$ cat config.mk
export PLATFORM = sky130hd
export DESIGN_NAME = output_port_allocator
export DESIGN_NICKNAME = d
export VERILOG_FILES = /design/src/rtl/noc_router_pkg.sv /design/src/rtl/rr_arbiter.sv /design/src/rtl/output_port_allocator.sv
export SDC_FILE = /design/constraint.sdc
export NUM_CORES = 1
export LEC_CHECK = 0
export CAP_MARGIN = 20
export CELL_PAD_IN_SITES_DETAIL_PLACEMENT = 0
export CELL_PAD_IN_SITES_GLOBAL_PLACEMENT = 1
export CORE_ASPECT_RATIO = 1.5
export CORE_UTILIZATION = 40
export CTS_CLUSTER_DIAMETER = 50
export DETAILED_ROUTE_END_ITERATION = 12
export MAX_ROUTING_LAYER = met4
export PLACE_DENSITY_LB_ADDON = 0.1
export SLEW_MARGIN = 0
export SYNTH_ARGS = -nofsm -noshare
export SYNTH_HDL_FRONTEND = slang
export SYNTH_SLANG_ARGS = --single-unit
$ cat constraint.sdc
create_clock -name clk -period 5.2 [get_ports clk]
set_input_delay 1.04 -clock clk [delete_from_list [all_inputs] [get_ports clk]]
set_output_delay 1.04 -clock clk [all_outputs]
set_load 0.005 [all_outputs]
$ cat src/rtl/noc_router_pkg.sv
// Shared router types: allocator state encoding and port index constants.
package noc_router_pkg;

    typedef enum logic {
        ALLOC_IDLE   = 1'b0,
        ALLOC_LOCKED = 1'b1
    } alloc_state_t;

    localparam int unsigned LOCAL = 0;
    localparam int unsigned NORTH = 1;
    localparam int unsigned SOUTH = 2;
    localparam int unsigned EAST  = 3;
    localparam int unsigned WEST  = 4;

endpackage

$ cat src/rtl/rr_arbiter.sv
// Combinational round-robin arbiter: first set request at or above ptr, wrapping to 0.
module rr_arbiter #(
    parameter int unsigned N  = 5,
    parameter int unsigned IW = (N > 1) ? $clog2(N) : 1
) (
    input  logic [N-1:0]  req,
    input  logic [IW-1:0] ptr,
    output logic [N-1:0]  grant,
    output logic [IW-1:0] idx,
    output logic          any
);

    int unsigned v_pos;

    always_comb begin
        grant = '0;
        idx   = '0;
        any   = 1'b0;
        v_pos = 0;
        for (int unsigned i = 0; i < N; i++) begin
            v_pos = 32'(ptr) + i;
            if (v_pos >= N) begin
                v_pos = v_pos - N;
            end
            if (!any && req[IW'(v_pos)]) begin
                any               = 1'b1;
                idx               = IW'(v_pos);
                grant[IW'(v_pos)] = 1'b1;
            end
        end
    end

endmodule

$ cat src/rtl/output_port_allocator.sv
// Per-output switch allocator: round-robin head arbitration, wormhole lock until tail,
// and downstream credit tracking. Grant/send are combinational from the current state.
module output_port_allocator
    import noc_router_pkg::*;
#(
    parameter int unsigned NUM_INPUTS        = 5,
    parameter int unsigned FLIT_BUFFER_DEPTH = 2,
    parameter int unsigned CREDIT_WIDTH      = $clog2(FLIT_BUFFER_DEPTH + 1)
) (
    input  logic                          clk,
    input  logic                          rst,
    input  logic [NUM_INPUTS-1:0]         req,
    input  logic [NUM_INPUTS-1:0]         is_tail,
    input  logic [NUM_INPUTS-1:0]         disable_in,
    input  logic                          credit_in,
    output logic [NUM_INPUTS-1:0]         grant,
    output logic                          send_out,
    output logic                          is_tail_out,
    output logic                          locked,
    output logic [$clog2(NUM_INPUTS)-1:0] owner,
    output logic [CREDIT_WIDTH-1:0]       credits,
    output logic                          credit_error
);

    localparam int unsigned OW = $clog2(NUM_INPUTS);
    localparam logic [CREDIT_WIDTH-1:0] MAX_CREDITS = CREDIT_WIDTH'(FLIT_BUFFER_DEPTH);
    localparam logic [OW-1:0]           LAST_IDX    = OW'(NUM_INPUTS - 1);

    alloc_state_t              r_state;
    alloc_state_t              w_next_state;
    logic [OW-1:0]             r_rr_ptr;
    logic [OW-1:0]             w_next_rr_ptr;
    logic [OW-1:0]             r_owner;
    logic [OW-1:0]             w_next_owner;
    logic [CREDIT_WIDTH-1:0]   r_credits;
    logic                      r_credit_error;

    logic [NUM_INPUTS-1:0]     w_elig;
    logic [NUM_INPUTS-1:0]     w_arb_grant;
    logic [OW-1:0]             w_arb_idx;
    logic                      w_arb_any;
    logic                      w_has_credit;

    assign w_elig       = req & ~disable_in;
    assign w_has_credit = (r_credits != '0);

    rr_arbiter #(
        .N  (NUM_INPUTS),
        .IW (OW)
    ) u_rr_arbiter (
        .req   (w_elig),
        .ptr   (r_rr_ptr),
        .grant (w_arb_grant),
        .idx   (w_arb_idx),
        .any   (w_arb_any)
    );

    // Next-state and per-cycle grant/send decode.
    always_comb begin
        w_next_state  = r_state;
        w_next_rr_ptr = r_rr_ptr;
        w_next_owner  = r_owner;
        grant         = '0;
        send_out      = 1'b0;
        is_tail_out   = 1'b0;
        case (r_state)
            ALLOC_IDLE: begin
                if (w_arb_any && w_has_credit) begin
                    grant        = w_arb_grant;
                    send_out     = 1'b1;
                    is_tail_out  = is_tail[w_arb_idx];
                    w_next_owner = w_arb_idx;
                    if (is_tail[w_arb_idx]) begin
                        w_next_rr_ptr = (w_arb_idx == LAST_IDX) ? '0 : w_arb_idx + 1'b1;
                    end else begin
                        w_next_state = ALLOC_LOCKED;
                    end
                end
            end
            ALLOC_LOCKED: begin
                // Bubbles from the owner hold the lock; nobody else is considered.
                if (req[r_owner] && w_has_credit) begin
                    grant          = '0;
                    grant[r_owner] = 1'b1;
                    send_out       = 1'b1;
                    is_tail_out    = is_tail[r_owner];
                    if (is_tail[r_owner]) begin
                        w_next_state  = ALLOC_IDLE;
                        w_next_rr_ptr = (r_owner == LAST_IDX) ? '0 : r_owner + 1'b1;
                    end
                end
            end
            default: w_next_state = ALLOC_IDLE;
        endcase
    end

    always_ff @(posedge clk) begin
        if (rst) begin
            r_state        <= ALLOC_IDLE;
            r_rr_ptr       <= '0;
            r_owner        <= '0;
            r_credits      <= MAX_CREDITS;
            r_credit_error <= 1'b0;
        end else begin
            r_state  <= w_next_state;
            r_rr_ptr <= w_next_rr_ptr;
            r_owner  <= w_next_owner;
            // Send and returned credit in the same cycle cancel out.
            case ({send_out, credit_in})
                2'b10: r_credits <= r_credits - 1'b1;
                2'b01: begin
                    if (r_credits == MAX_CREDITS) begin
                        r_credit_error <= 1'b1;
                    end else begin
                        r_credits <= r_credits + 1'b1;
                    end
                end
                default: ;
            endcase
        end
    end

    assign locked       = (r_state == ALLOC_LOCKED);
    assign owner        = r_owner;
    assign credits      = r_credits;
    assign credit_error = r_credit_error;

endmodule

==> reports/metrics.yaml, run 1 <==
hold_buffers: 0
critPathKind: "primary input to primary output"
clock_path_buffers: 2
tightest_slew_ns: 0.599
holdCritPathClass: "flop to flop"
viasPerCell: 6.18
synth_top_area_frac: 0.0861
p_per_area_nw_per_um2: 622
ant_nets: 0
synth_edf_count: 0
core-area_um2: 5530
yosysTopAreaCell: "dfxtp_1"
synth.area.mux_share: 0.0301
critPathArrivalTime_ns: 4.15
dieWidth_um: 64.3
synth_area_leaders: "dfxtp_1, ha_1, a21oi_1"
fin_tns_setup_ns: 0
synth_flop_cell: "dfxtp_1"
syn-num-nets: 370
rsz0062_at_grt: "true"
io_buffers: 31
yosys.area_share.simple: 0.322
setup_ws_ns: 0.00921
grt_max_degree: 26
diodes: 0
overflow: 0
drive_gt1_frac: 0.271
design_area_um2: 3410
slew-limit-headroom: 0.598
maxCapViolCount: 0
synthArstFlopShare: 0
cts_root_buffer: "clkbuf_8"
dieArea_um2: 6130
grt_antenna_before_repair: 0
end_kind: "primary output"
path_clk_slew_ns: 0.05
core.rowCount: 33
layout_min_cycle_time_ns: 5.19
ys_seq_elements: 10
synth_area_um2: 2330
syn_area_per_cell_um2: 6.86
status: "completed"
fin_crit_sh: 0.998
cts_tree: "yes"
layout.nets: 464
synth_compound_area_frac: 0.396
synth_fa_ha_area_frac: 0.0732
utilization: 0.617
worstSetupStartpointType: "primary input"
placed_area_um2: 3170
die_h_um: 95.4
numCtsBuffers: 3
p_leak_nw: 1.50
clk_latency_ns: 0.24
dr.first_iter.drc_count: 182
yosysSeqAreaShare: 0.0861
area_growth_pct: 46.7
firstDrtPassIters: 4
synth_top_family_by_area: "compound AO/OA/AOI/OAI gates"
setup_viol: 0
start_util: 0.420
synthXorXnorAreaFrac: 0.0226
yosysMostFrequentCell: "nor2_1"
globalplace.congestion: 1.09
pre_cts_ws_ns: -0.340
irDropWorstVdd_mv: 0.374
drc_errors: 0
max_freq_ghz: 0.193
maxSlewViolCount: 0
synthDistinctLibCells: 69
routedWlPerCell_um: 18.6
hold_viol: 0
numClockSinks: 10
yosysWarningCount: 0
synth_cells: 339
ios: 32
critPathRequiredTime_ns: 4.16
grt_pass1_wl_um: 14500
drt_wl_total_um: 9330
htreeDepth: 1
cp_max_fo: 9
final_cell_count_no_fill: 502
grt_util_all_layers: 0.318
grt_pass1_vias: 2987
hpwl_um: 7540
clock_skew_ns: 0.00273
vias: 3104
yosys-top-cells-count: "nor2_1, a21oi_1, nor3_1"
placedCellCount: 494
flip-flops by register name (all words and copies together), names as in the netlist:
signal / cells
owner: 3
r_rr_ptr: 3
credits: 2
credit_error: 1
locked: 1
cells in the final DEF, fill, tap and decap left out, drive strengths merged, types with 5 or more instances in the layout:
cell type      Yosys  final
ha                12     12
inv               15     15
nand2b             9      9
a31oi              7      7
o22a               6      6
a22oi              5      5
nor2b             12     12
o21a               5      5
mux2i              7      7
buf               11     77
nand3             18     18
dfxtp             10     10
or3                8      8
a21o               6      6
o31ai              6      6
nor3              21     21
a32oi              5      5
o21ai             18     18
a211oi             6      6
nor2              28     28
nand2             20     20
a21oi             23     23
xnor2              5      5
clkdlybuf4s50      0     27
o211ai             6      6
o22ai              6      6
per-layer routing:
metal  wire (µm)  global-route usage  share of wire
met5           0                   -              0
met4         389               0.154          0.042
met3         323              0.0167          0.035
met2        5120               0.614           0.55
met1        3490               0.319           0.37
critical path: stages:
cell             delay [ns]
clkdlybuf4s50_1        0.48
nor2b_1                0.06
o211a_1                0.12
or3_4                  0.37
a32o_2                 0.29
a211o_4                0.38
buf_4                  0.17
nor3_4                 0.20
a32oi_1                0.08
o311ai_1               0.14
a21oi_1                0.11
o21ai_1                0.17
clkdlybuf4s50_1        0.53
power by group:
group	internal [W]	switching, W
clock network	0.0000667	0.0000318
logic	0.000872	0.00100
registers	0.000104	0.0000435
cell type report:
| class | instances | area, µm² |
|---|---|---|
| well taps | 70 | 87.6 |
| fillers | 550 | 2120 |
| clock buffers | 4 | 55.1 |
| flip-flops and latches | 10 | 200 |
| multi-input cells | 295 | 2120 |
| inverters | 15 | 56.3 |
| repair buffers | 108 | 896 |
final timing paths:
path	startpoint	to	slack (ns)	cells past startpoint
worst min-delay path	credit_error	credit_error	0.48	2
worst max-delay path	disable_in[4]	grant[2]	0.009	13
worst min register to register	credit_error	credit_error	0.48	2
worst max register to register	r_rr_ptr[1]	r_rr_ptr[1]	0.97	20
logic make-up after synthesis:
logic type | count (synthesis)
and+or+nand+nor | 141
AOI/OAI and AO/OA | 128
buffers and inverters | 34
adders and majority gates | 13
DFF | 10
muxes | 7
xor gates and xnor gates | 6
through the flow:
stage               total power, W  hold WS, ns
floorplan                  0.00111        0.461
global placement           0.00180        0.455
detailed placement         0.00181        0.475
CTS                        0.00203        0.486
global route               0.00227        0.516
finish                     0.00212        0.477
what timing repair did:
| item | 4_1_cts | 5_1_grt |
|---|---|---|
| pin swaps | 3 | 4 |
| endpoints found under the setup margin | 6 | 5 |
| gates resized for setup | 25 | 15 |
| setup buffers | 3 | 1 |
No activity file was read; power rests on OpenSTA's default activity.
==> run 2, diff against run 1 <==
--- a/config.mk
+++ b/config.mk
@@ -14,6 +14,7 @@
 export DETAILED_ROUTE_END_ITERATION = 12
 export MAX_ROUTING_LAYER = met4
 export PLACE_DENSITY_LB_ADDON = 0.1
+export SKIP_LAST_GASP = 1
 export SLEW_MARGIN = 0
 export SYNTH_ARGS = -nofsm -noshare
 export SYNTH_HDL_FRONTEND = slang
==> run 2 against run 1 <==
- final cell count is the same
- register-to-register slack is essentially flat
- the run now ends with setup timing left
- worst hold slack is essentially flat
- largest cell class unchanged
- largest power group unchanged
- routed wire length shrank 0.68%
- global-route usage is the same
- count of clock-buffer cells in the layout is the same
- flip-flop and latch count is the same
- critical path depth is the same
- via count grew 0.71%
- clock power is essentially flat
- power shrank 0.75%
==> reports/metrics.yaml, run 2 (same netlist as run 1, synthesis figures left out) <==
status: "finished with violations"
violations: "setup timing"
cts_root_buffer: "clkbuf_8"
mostFrequentLayoutCells: "buf_4, nor2_1, clkdlybuf4s50_1"
fin_crit_sh: 1.00  # +0.00183
dieWidth_um: 64.3  # unchanged
grt_pass1_vias: 2987  # unchanged
rsz0062_at_grt: "true"
htreeDepth: 1  # unchanged
overflow: 0  # unchanged
hold_path.startpoint: "credit_error"
path_clk_slew_ns: 0.05  # about the same
critPathArrivalTime_ns: 4.16  # about the same
critPathKind: "primary input to primary output"
setup_ws_ns: -0.000308  # -0.00952 ns
grt_util_all_layers: 0.318  # unchanged
slew-limit-headroom: 0.598  # about the same
core.rowCount: 33  # unchanged
ios: 32  # unchanged
r2r_setup_slack_ns: 0.96  # about the same
reg2reg_to: "r_rr_ptr[1]"
hold_viol: 0  # unchanged
p_leak_nw: 1.49  # -0.60%
grt_antenna_before_repair: 0  # unchanged
core-area_um2: 5530  # unchanged
clock_skew_ns: 0.00315  # +0.000424 ns
drive_gt1_frac: 0.269  # -0.00231
setup_viol: 1  # +1
vias: 3126  # +0.71%
reg2reg_depth: 20  # unchanged
placed_area_um2: 3170  # unchanged
p_int_w: 0.00104  # -0.29%
hold_end: "credit_error"
grt_pass1_wl_um: 14500  # unchanged
drc_errors: 0  # unchanged
layout.nets: 464  # unchanged
seq_area_um2: 200  # unchanged
layout_commonest_cell: "buf_4"
timing.hold.ws_ns: 0.477  # +0.000174 ns
end_kind: "primary output"
critPathRequiredTime_ns: 4.16  # about the same
worstSetupStartpointType: "primary input"
r2r-start: "r_rr_ptr[1]"
layout_min_cycle_time_ns: 5.20  # +0.00952 ns
switchingPower_w: 0.00107  # -1.2%
cp_max_fo: 9  # unchanged
diodes: 0  # unchanged
design_area_um2: 3400  # -0.33%
hpwl_um: 7540  # unchanged
dieArea_um2: 6130  # unchanged
irDropWorstVdd_mv: 0.378  # +1.1%
power.sequential.fraction: 0.070  # about the same
globalplace.congestion: 1.09  # unchanged
max_freq_ghz: 0.192  # -0.18%
multiInputGateArea_um2: 2110  # -0.53%
dr.first_iter.drc_count: 177  # -2.7%
clock_path_buffers: 2  # unchanged
maxCapViolCount: 0  # unchanged
firstDrtPassIters: 5  # +1
grt_max_degree: 26  # unchanged
drt_wl_total_um: 9260  # -0.68%
numCtsBuffers: 3  # unchanged
n_fill_cell: 553  # +0.55%
routedWlPerCell_um: 18.5  # -0.68%
die_h_um: 95.4  # unchanged
hold_buffers: 0  # unchanged
holdCritPathClass: "flop to flop"
tightest_slew_ns: 0.598  # -0.000343 ns
switching_share: 0.506  # -0.00231
cts_tree: "yes"
whs_path_depth: 2  # unchanged
comb_power_share: 0.883  # about the same
p_per_area_nw_per_um2: 619  # -0.43%
pwr-share-clk: 0.047  # about the same
ant_nets: 0  # unchanged
viasPerCell: 6.23  # +0.71%
io_buffers: 31  # unchanged
clk_latency_ns: 0.24  # about the same
area_growth_pct: 46.3
numClockSinks: 10  # unchanged
maxSlewViolCount: 0  # unchanged
start_util: 0.420  # unchanged
[run 2: worst max-delay path: stages]
cell             delay (ns)
clkdlybuf4s50_1        0.48
nor2b_1                0.06
o211a_1                0.12
or3_4                  0.37
a32o_2                 0.29
a211o_4                0.38
buf_4                  0.16
nor3_2                 0.22
a32oi_1                0.08
o311ai_1               0.14
a21oi_1                0.11
o21ai_1                0.17
clkdlybuf4s50_1        0.53
[run 2: timing repair]
item,in CTS,in global routing
endpoints found under the setup margin,6,5
buffers inserted,3,1
pin swaps,3,4
resized for setup,25,13
[run 2: layout make-up]
type | count | share of cell area
Clock buffer | 4 | 0.0162
Multi-Input combinational cell | 295 | 0.619
Timing Repair Buffer | 108 | 0.263
Sequential cell | 10 | 0.0588
Inverter | 15 | 0.0166
Tap cell | 70 | 0.0257
[run 2: power groups by stage]
| stage | combinational (W) | sequential [W] | clock (W) |
|---|---|---|---|
| after CTS | 0.00178 | 0.000147 | 0.000100 |
| after detailed placement | 0.00167 | 0.000148 | 0 |
| after global routing | 0.00200 | 0.000152 | 0.000102 |
| after global placement | 0.00166 | 0.000148 | 0 |
| final | 0.00186 | 0.000148 | 0.0000985 |
| after floorplan | 0.000974 | 0.000132 | 0 |
[run 2: worst max-delay path by stage]
stage             startpoint     endpoint  slack, ns  cells after the start
2_1_floorplan    r_rr_ptr[0]  is_tail_out       0.58                     17
3_3_place_gp          req[2]  is_tail_out      -0.33                     12
3_5_place_dp          req[3]  is_tail_out      -0.34                     12
4_1_cts        disable_in[4]     grant[0]      0.001                     13
5_1_grt        disable_in[4]     grant[2]      -0.12                     13
6_report       disable_in[4]     grant[2]    -0.0003                     13
[run 2: layer usage]
layer | GRT usage | part of all wire | vias up
li1 | - | - | 1492
met1 | 0.319 | 0.37 | 1488
met2 | 0.614 | 0.54 | 113
met3 | 0.0167 | 0.035 | 33
met4 | 0.154 | 0.047 | 0
met5 | - | 0 | -
[run 2: metrics by stage]
step,total power (W),TNS [ns],setup slack [ns],cells,util
after floorplan,0.00111,0,0.575,339,-
after global placement,0.00180,-0.993,-0.333,494,0.572
after detailed placement,0.00181,-0.895,-0.340,494,0.572
after CTS,0.00203,0,0.00102,501,0.606
after global routing,0.00225,-0.115,-0.115,502,0.615
final,0.00211,-0.000308,-0.000308,502,0.615
